### src/rtl/lbc_pkg.sv
// Shared types and default geometry for the ping-pong line buffer sequencer.
package lbc_pkg;

    typedef enum logic [1:0] {
        S_IDLE,
        S_PRIME,
        S_RUN
    } state_e;

    localparam int unsigned LBC_ADDR_W      = 10;
    localparam int unsigned LBC_LINE_PIXELS = 800;
    localparam int unsigned LBC_DECIM       = 2;
    localparam int unsigned LBC_LINE_REPEAT = 2;
    localparam int unsigned LBC_H_TOTAL     = 800;

    typedef logic buf_idx_t;

endpackage

### src/rtl/lbc_wr_addr_gen.sv
// Write-side address generator: decimation phase, write address, line activity
// and the single-cycle line-complete pulse.
module lbc_wr_addr_gen
    import lbc_pkg::*;
#(
    parameter int unsigned ADDR_W      = LBC_ADDR_W,
    parameter int unsigned LINE_PIXELS = LBC_LINE_PIXELS,
    parameter int unsigned DECIM       = LBC_DECIM
) (
    input  logic              clk,
    input  logic              rst,
    input  logic              line_start_i,
    input  logic              valid_i,
    output logic              wr_en_o,
    output logic [ADDR_W-1:0] wr_addr_o,
    output logic              line_done_o
);

    localparam int unsigned PHASE_W = (DECIM > 1) ? $clog2(DECIM) : 1;

    logic [PHASE_W-1:0] phase_q, phase_d;
    logic [ADDR_W-1:0]  addr_q, addr_d;
    logic               active_q, active_d;
    logic               wr_en, line_done;

    always_comb begin
        phase_d   = phase_q;
        addr_d    = addr_q;
        active_d  = active_q;
        wr_en     = valid_i & (phase_q == '0) & active_q;
        line_done = wr_en & (addr_q == ADDR_W'(LINE_PIXELS - 1));

        // A line start always re-arms in place, including a restart mid-line.
        if (line_start_i) begin
            phase_d  = '0;
            addr_d   = '0;
            active_d = 1'b1;
        end else if (active_q && valid_i) begin
            phase_d = (phase_q == PHASE_W'(DECIM - 1)) ? '0 : phase_q + PHASE_W'(1);
            if (wr_en) begin
                addr_d = addr_q + ADDR_W'(1);
            end
            if (line_done) begin
                active_d = 1'b0;
            end
        end
    end

    always_ff @(posedge clk) begin
        if (rst) begin
            phase_q  <= '0;
            addr_q   <= '0;
            active_q <= 1'b0;
        end else begin
            phase_q  <= phase_d;
            addr_q   <= addr_d;
            active_q <= active_d;
        end
    end

    assign wr_en_o     = wr_en;
    assign wr_addr_o   = addr_q;
    assign line_done_o = line_done;

endmodule

### src/rtl/line_buffer_ctrl.sv
// Ping-pong line buffer sequencer between the PPU pixel stream and VGA scanout.
// Optional: define LBC_BLANK_ON_UNDERRUN_EN to blank VGA lines that replay on underrun.
module line_buffer_ctrl
    import lbc_pkg::*;
#(
    parameter int unsigned ADDR_W      = LBC_ADDR_W,
    parameter int unsigned LINE_PIXELS = LBC_LINE_PIXELS,
    parameter int unsigned DECIM       = LBC_DECIM,
    parameter int unsigned LINE_REPEAT = LBC_LINE_REPEAT,
    parameter int unsigned H_TOTAL     = LBC_H_TOTAL
) (
    input  logic              clk,
    input  logic              rst,
    input  logic              src_line_start,
    input  logic              src_valid,
    input  logic              vga_line_start,
    input  logic              clr_err,
    output logic              wr_en,
    output logic [ADDR_W-1:0] wr_addr,
    output logic              wr_buf,
    output logic [ADDR_W-1:0] rd_addr,
    output logic              rd_buf,
    output logic              vga_en,
    output logic              underrun,
    output logic              overrun,
    output logic              force_blank
);

    localparam int unsigned RPT_W = $clog2(LINE_REPEAT) + 1;

    state_e            state_q, state_d;
    buf_idx_t          wr_buf_q, wr_buf_d;
    buf_idx_t          rd_buf_q, rd_buf_d;
    logic [ADDR_W-1:0] rd_addr_q, rd_addr_d;
    logic [RPT_W-1:0]  repeat_q, repeat_d;
    logic              pending_q, pending_d;
    logic              underrun_q, underrun_d;
    logic              overrun_q, overrun_d;
    logic              line_done;
    logic              take, und_set, ovr_set;

    lbc_wr_addr_gen #(
        .ADDR_W      (ADDR_W),
        .LINE_PIXELS (LINE_PIXELS),
        .DECIM       (DECIM)
    ) u_wr_addr_gen (
        .clk          (clk),
        .rst          (rst),
        .line_start_i (src_line_start),
        .valid_i      (src_valid),
        .wr_en_o      (wr_en),
        .wr_addr_o    (wr_addr),
        .line_done_o  (line_done)
    );

    always_comb begin
        state_d    = state_q;
        wr_buf_d   = wr_buf_q;
        rd_buf_d   = rd_buf_q;
        repeat_d   = repeat_q;
        pending_d  = pending_q;
        take       = 1'b0;
        und_set    = 1'b0;
        ovr_set    = 1'b0;

        unique case (state_q)
            S_IDLE:  if (src_line_start) state_d = S_PRIME;
            S_PRIME: if (line_done)      state_d = S_RUN;
            S_RUN:   state_d = S_RUN;
            default: state_d = S_IDLE;
        endcase

        rd_addr_d = vga_line_start ? '0
                  : (rd_addr_q == ADDR_W'(H_TOTAL - 1)) ? rd_addr_q
                  : rd_addr_q + ADDR_W'(1);

        if (vga_line_start && state_q == S_RUN) begin
            if (repeat_q == '0) begin
                if (pending_q) begin
                    take      = 1'b1;
                    rd_buf_d  = ~wr_buf_q;
                    pending_d = 1'b0;
                    repeat_d  = RPT_W'(LINE_REPEAT - 1);
                end else begin
                    und_set = 1'b1;
                end
            end else begin
                repeat_d = repeat_q - RPT_W'(1);
            end
        end

        // Completion is evaluated after the reader so a same-cycle line is kept pending.
        if (line_done) begin
            wr_buf_d  = ~wr_buf_q;
            pending_d = 1'b1;
            ovr_set   = pending_q;
        end

        underrun_d = und_set | (underrun_q & ~clr_err);
        overrun_d  = ovr_set | (overrun_q & ~clr_err);
    end

    always_ff @(posedge clk) begin
        if (rst) begin
            state_q    <= S_IDLE;
            wr_buf_q   <= 1'b0;
            rd_buf_q   <= 1'b1;
            rd_addr_q  <= '0;
            repeat_q   <= '0;
            pending_q  <= 1'b0;
            underrun_q <= 1'b0;
            overrun_q  <= 1'b0;
        end else begin
            state_q    <= state_d;
            wr_buf_q   <= wr_buf_d;
            rd_buf_q   <= rd_buf_d;
            rd_addr_q  <= rd_addr_d;
            repeat_q   <= repeat_d;
            pending_q  <= pending_d;
            underrun_q <= underrun_d;
            overrun_q  <= overrun_d;
        end
    end

`ifdef LBC_BLANK_ON_UNDERRUN_EN
    logic blank_q, blank_d;

    always_comb begin
        blank_d = blank_q;
        if (und_set) begin
            blank_d = 1'b1;
        end else if (take) begin
            blank_d = 1'b0;
        end
    end

    always_ff @(posedge clk) begin
        if (rst) begin
            blank_q <= 1'b0;
        end else begin
            blank_q <= blank_d;
        end
    end

    assign force_blank = blank_q;
`else
    assign force_blank = 1'b0;
`endif

    assign wr_buf   = wr_buf_q;
    assign rd_buf   = rd_buf_q;
    assign rd_addr  = rd_addr_q;
    assign vga_en   = (state_q == S_RUN);
    assign underrun = underrun_q;
    assign overrun  = overrun_q;

endmodule

### config.mk
export PLATFORM = sky130hd
export DESIGN_NAME = line_buffer_ctrl
export DESIGN_NICKNAME = d
export VERILOG_FILES = /design/src/rtl/lbc_pkg.sv /design/src/rtl/lbc_wr_addr_gen.sv /design/src/rtl/line_buffer_ctrl.sv
export SDC_FILE = /design/constraint.sdc
export NUM_CORES = 1
export LEC_CHECK = 0
export BUFFER_PORTS_ARGS = -buffer_cell sky130_fd_sc_hd__buf_4
export CAP_MARGIN = 20
export CORE_MARGIN = 2
export CORE_UTILIZATION = 42
export CTS_BUF_LIST = sky130_fd_sc_hd__clkbuf_4 sky130_fd_sc_hd__clkbuf_8 sky130_fd_sc_hd__clkbuf_16
export DETAILED_ROUTE_END_ITERATION = 10
export PLACE_DENSITY = 0.68
export SKIP_LAST_GASP = 1
export SYNTH_ARGS = -nofsm -noshare
export SYNTH_HDL_FRONTEND = slang
export SYNTH_SLANG_ARGS = --single-unit
### constraint.sdc
create_clock -name clk -period 1.9 [get_ports clk]
set_input_delay 0.19 -clock clk [delete_from_list [all_inputs] [get_ports clk]]
set_output_delay 0.19 -clock clk [all_outputs]
set_load 0.05 [all_outputs]
==> results.sh <==
export IMPL_grt_pass1_wl_um=4930
export IMPL_status="complete, no violations"
export IMPL_area_growth_syn_to_layout_pct=27.5
export IMPL_skew_ns=0.00834
export IMPL_final_util=0.568
export IMPL_synth_simple_area_share=0.248
export IMPL_wl_met2_um=1370
export IMPL_clockBufferDepth=2
export IMPL_cts_root_buf="clkbuf_4"
export IMPL_cts_clk_slew_worst_paths_ns=0.10
export IMPL_fp_row_count=20
export IMPL_ys_types=32
export IMPL_fin_total_pwr_mw=1.40
export IMPL_finalSetupViolCount=0
export IMPL_htreeDepth=2
export IMPL_cp_startpoint="u_wr_addr_gen.wr_addr_o[5]"
export IMPL_timing_fmax_mhz=556
export IMPL_grt_usage=0.181
export IMPL_drv_cap=0
export IMPL_period_share=0.946
export IMPL_final_area_um2=1750
export IMPL_clk_latency_ns=0.34
export IMPL_ys_ff_latch=31
export IMPL_antenna_found_initial=0
export IMPL_synth_nets=169
export IMPL_fin_crit_ns=1.80
export IMPL_p_leak_nw=0.733
export IMPL_wl_met1_um=1330
export IMPL_die_h_um=61.1
export IMPL_pre_cts_slack_ns=0.0962
export IMPL_wl_per_cell_um=12.3
export IMPL_cts_resized=0
export IMPL_power_density_nw_per_um2=799
export IMPL_vias_per_cell=4.98
export IMPL_placedCellCount=229
export IMPL_tns_ns=0
export IMPL_r2r_cells=4
export IMPL_synthAdderAreaFrac=0.0547
export IMPL_io_pins=33
export IMPL_syn_avg_cell_area_um2=8.73
export IMPL_r2r_start="u_wr_addr_gen.wr_addr_o[5]"
export IMPL_cts_hold_buf=0
export IMPL_postSynthCellCount=157
export IMPL_diodes=0
export IMPL_crit_type="reg -> reg"
export IMPL_ir_drop_mv=0.411
export IMPL_grt_pass1_vias=1101
export IMPL_drive_gt1_frac=0.269
export IMPL_nets=204
export IMPL_rsz0062_at_grt="no"
export IMPL_cts_sinks=31
export IMPL_cp_max_fo=6
export IMPL_wl_met3_um=147
export IMPL_start_kind="register"
export IMPL_hold_viol=0
export IMPL_die_area_um2=3740
export IMPL_worst_slack_ns=0.102
export IMPL_ys_seq_area_frac=0.453
export IMPL_synth_top_family_by_area="simple AND/OR/NAND/NOR gates"
export IMPL_hold_start="src_line_start"
export IMPL_r2r_end="state_q[1]"
export IMPL_wl_um=2910
export IMPL_design_core_area_um2=3080
export IMPL_required_ns=2.13
export IMPL_ys_warn_count=0
export IMPL_fp_dieW_um=61.1
export IMPL_hp_class="in -> reg"
export IMPL_vias=1180
export IMPL_fin_cells=237
export IMPL_cp_endpoint="state_q[1]"
export IMPL_drt_pass1_iter_count=5
export IMPL_place_area_um2=1670
export IMPL_antenna_left=0
export IMPL_postCtsSetupBuffers=0
export IMPL_drtIter0Drc=50
export IMPL_cts_tree="yes"
export IMPL_cts_buffers=5
export IMPL_gp_congestion=0.812
export IMPL_drc=0
export IMPL_yosys_area_share_xor_xnor=0.0894
export IMPL_routed_top_layer="met4"
export IMPL_timing_hold_ws_ns=0.0667
export IMPL_arrival_ns=2.03
export IMPL_end_kind="register"
export IMPL_io_buffers=31
export IMPL_dp_hpwl_um=2130
export IMPL_netlist_area_um2=1370
export IMPL_synth_mux_area_frac=0.0219
export IMPL_setup_reg_to_reg_worst_slack_ns=0.10
export IMPL_start_util=0.446
export IMPL_grt_max_degree=12
export IMPL_synth_compound_area_share=0.0912
export IMPL_final_max_slew_viol_count=0
export IMPL_gr_total_overflow=0
-- synth_stat cells --
cell       instances  area, um2
o311ai_0           1       8.76
a31oi_1            1       6.26
conb_1             1       3.75
nor4b_1            1       8.76
nand3_1            6       30.0
nor2_1            22       82.6
o21ai_0            7       35.0
xnor2_1            3       26.3
a2bb2oi_1          2       17.5
nor3b_1            2       15.0
and3_1             3       18.8
dfxtp_1           31        621
a21oi_1            8       40.0
nand3b_1           1       7.51
or3_1              4       25.0
clkinv_1           1       3.75
clkbuf_1           4       15.0
nor3_1             1       5.00
or4b_1             1       10.0
or4_1              1       7.51
buf_4              1       7.51
mux2i_1            3       30.0
a22o_1             1       8.76
a41oi_1            1       8.76
ha_1               6       75.1
nand4_1            4       25.0
inv_1              6       22.5
and4_1             4       35.0
or2_2              1       6.26
nand2_1           17       63.8
xor2_1            11       96.3
buf_2              1       5.00
-- layer usage --
metal | global-route usage | up-vias
met5 | 0 | -
met4 | 0.0745 | 0
met3 | 0.0630 | 8
met2 | 0.286 | 30
met1 | 0.226 | 532
li1 | - | 610
-- layout make-up --
cell class / count / area (um2)
clock buffer: 7 / 65.1
clock inverter: 1 / 7.51
fill: 293 / 1330
inverter: 7 / 26.3
multi-input combinational: 113 / 701
sequential: 31 / 638
tap: 44 / 55.1
timing repair buffer: 34 / 255
-- report_power, final --
part / total (mW) / internal (mW) / switching (mW)
Clock: 0.450 / 0.216 / 0.234
Sequential: 0.693 / 0.672 / 0.0208
Combinational: 0.254 / 0.0940 / 0.160
Total: 1.40 / 0.982 / 0.415
-- cell usage in the layout, fill, tap and decap left out, drive strengths merged, types with 4 or more instances in the layout --
master	instances
xor2	11
nand3	6
a21oi	8
nand2	17
buf	34
dfxtp	31
nor2	22
o21ai	7
inv	6
or3	4
ha	6
clkbuf	7
nand4	4
and4	4
-- sequential cells by signal, indices dropped and copies added, names as in the netlist --
name / count
underrun: 1
rd_buf: 1
state_q: 2
u_wr_addr_gen.phase_q: 1
u_wr_addr_gen.active_q: 1
pending_q: 1
overrun: 1
u_wr_addr_gen.wr_addr_o: 10
repeat_q: 2
rd_addr: 10
wr_buf: 1
-- worst min path at each step --
stage,cells after the start,slack (ns),endpoint
final,3,0.07,u_wr_addr_gen.active_q
after global routing,2,0.06,overrun
after CTS,3,0.06,u_wr_addr_gen.active_q
after detailed placement,3,0.41,u_wr_addr_gen.active_q
after global placement,3,0.42,u_wr_addr_gen.active_q
after floorplan,2,0.31,u_wr_addr_gen.active_q
-- worst max-delay path: stages, from the launching register on --
cell and delay, ns:
dfxtp_2 0.36, or4b_1 0.52, or4_4 0.44, a22o_1 0.23
mux2i_1 0.13
-- kinds of logic (layout without fill, tap and decap cells) --
kind of cell               count (synthesis)  in the layout
other                                      1              1
and+or+nand+nor                           68             68
AOI/OAI and AO/OA                         21             21
DFF                                       31             31
xor gates and xnor gates                  14             14
muxes                                      3              3
buffers and inverters                     13             49
adders and majority gates                  6              6
No activity file was read; power rests on OpenSTA's default activity.
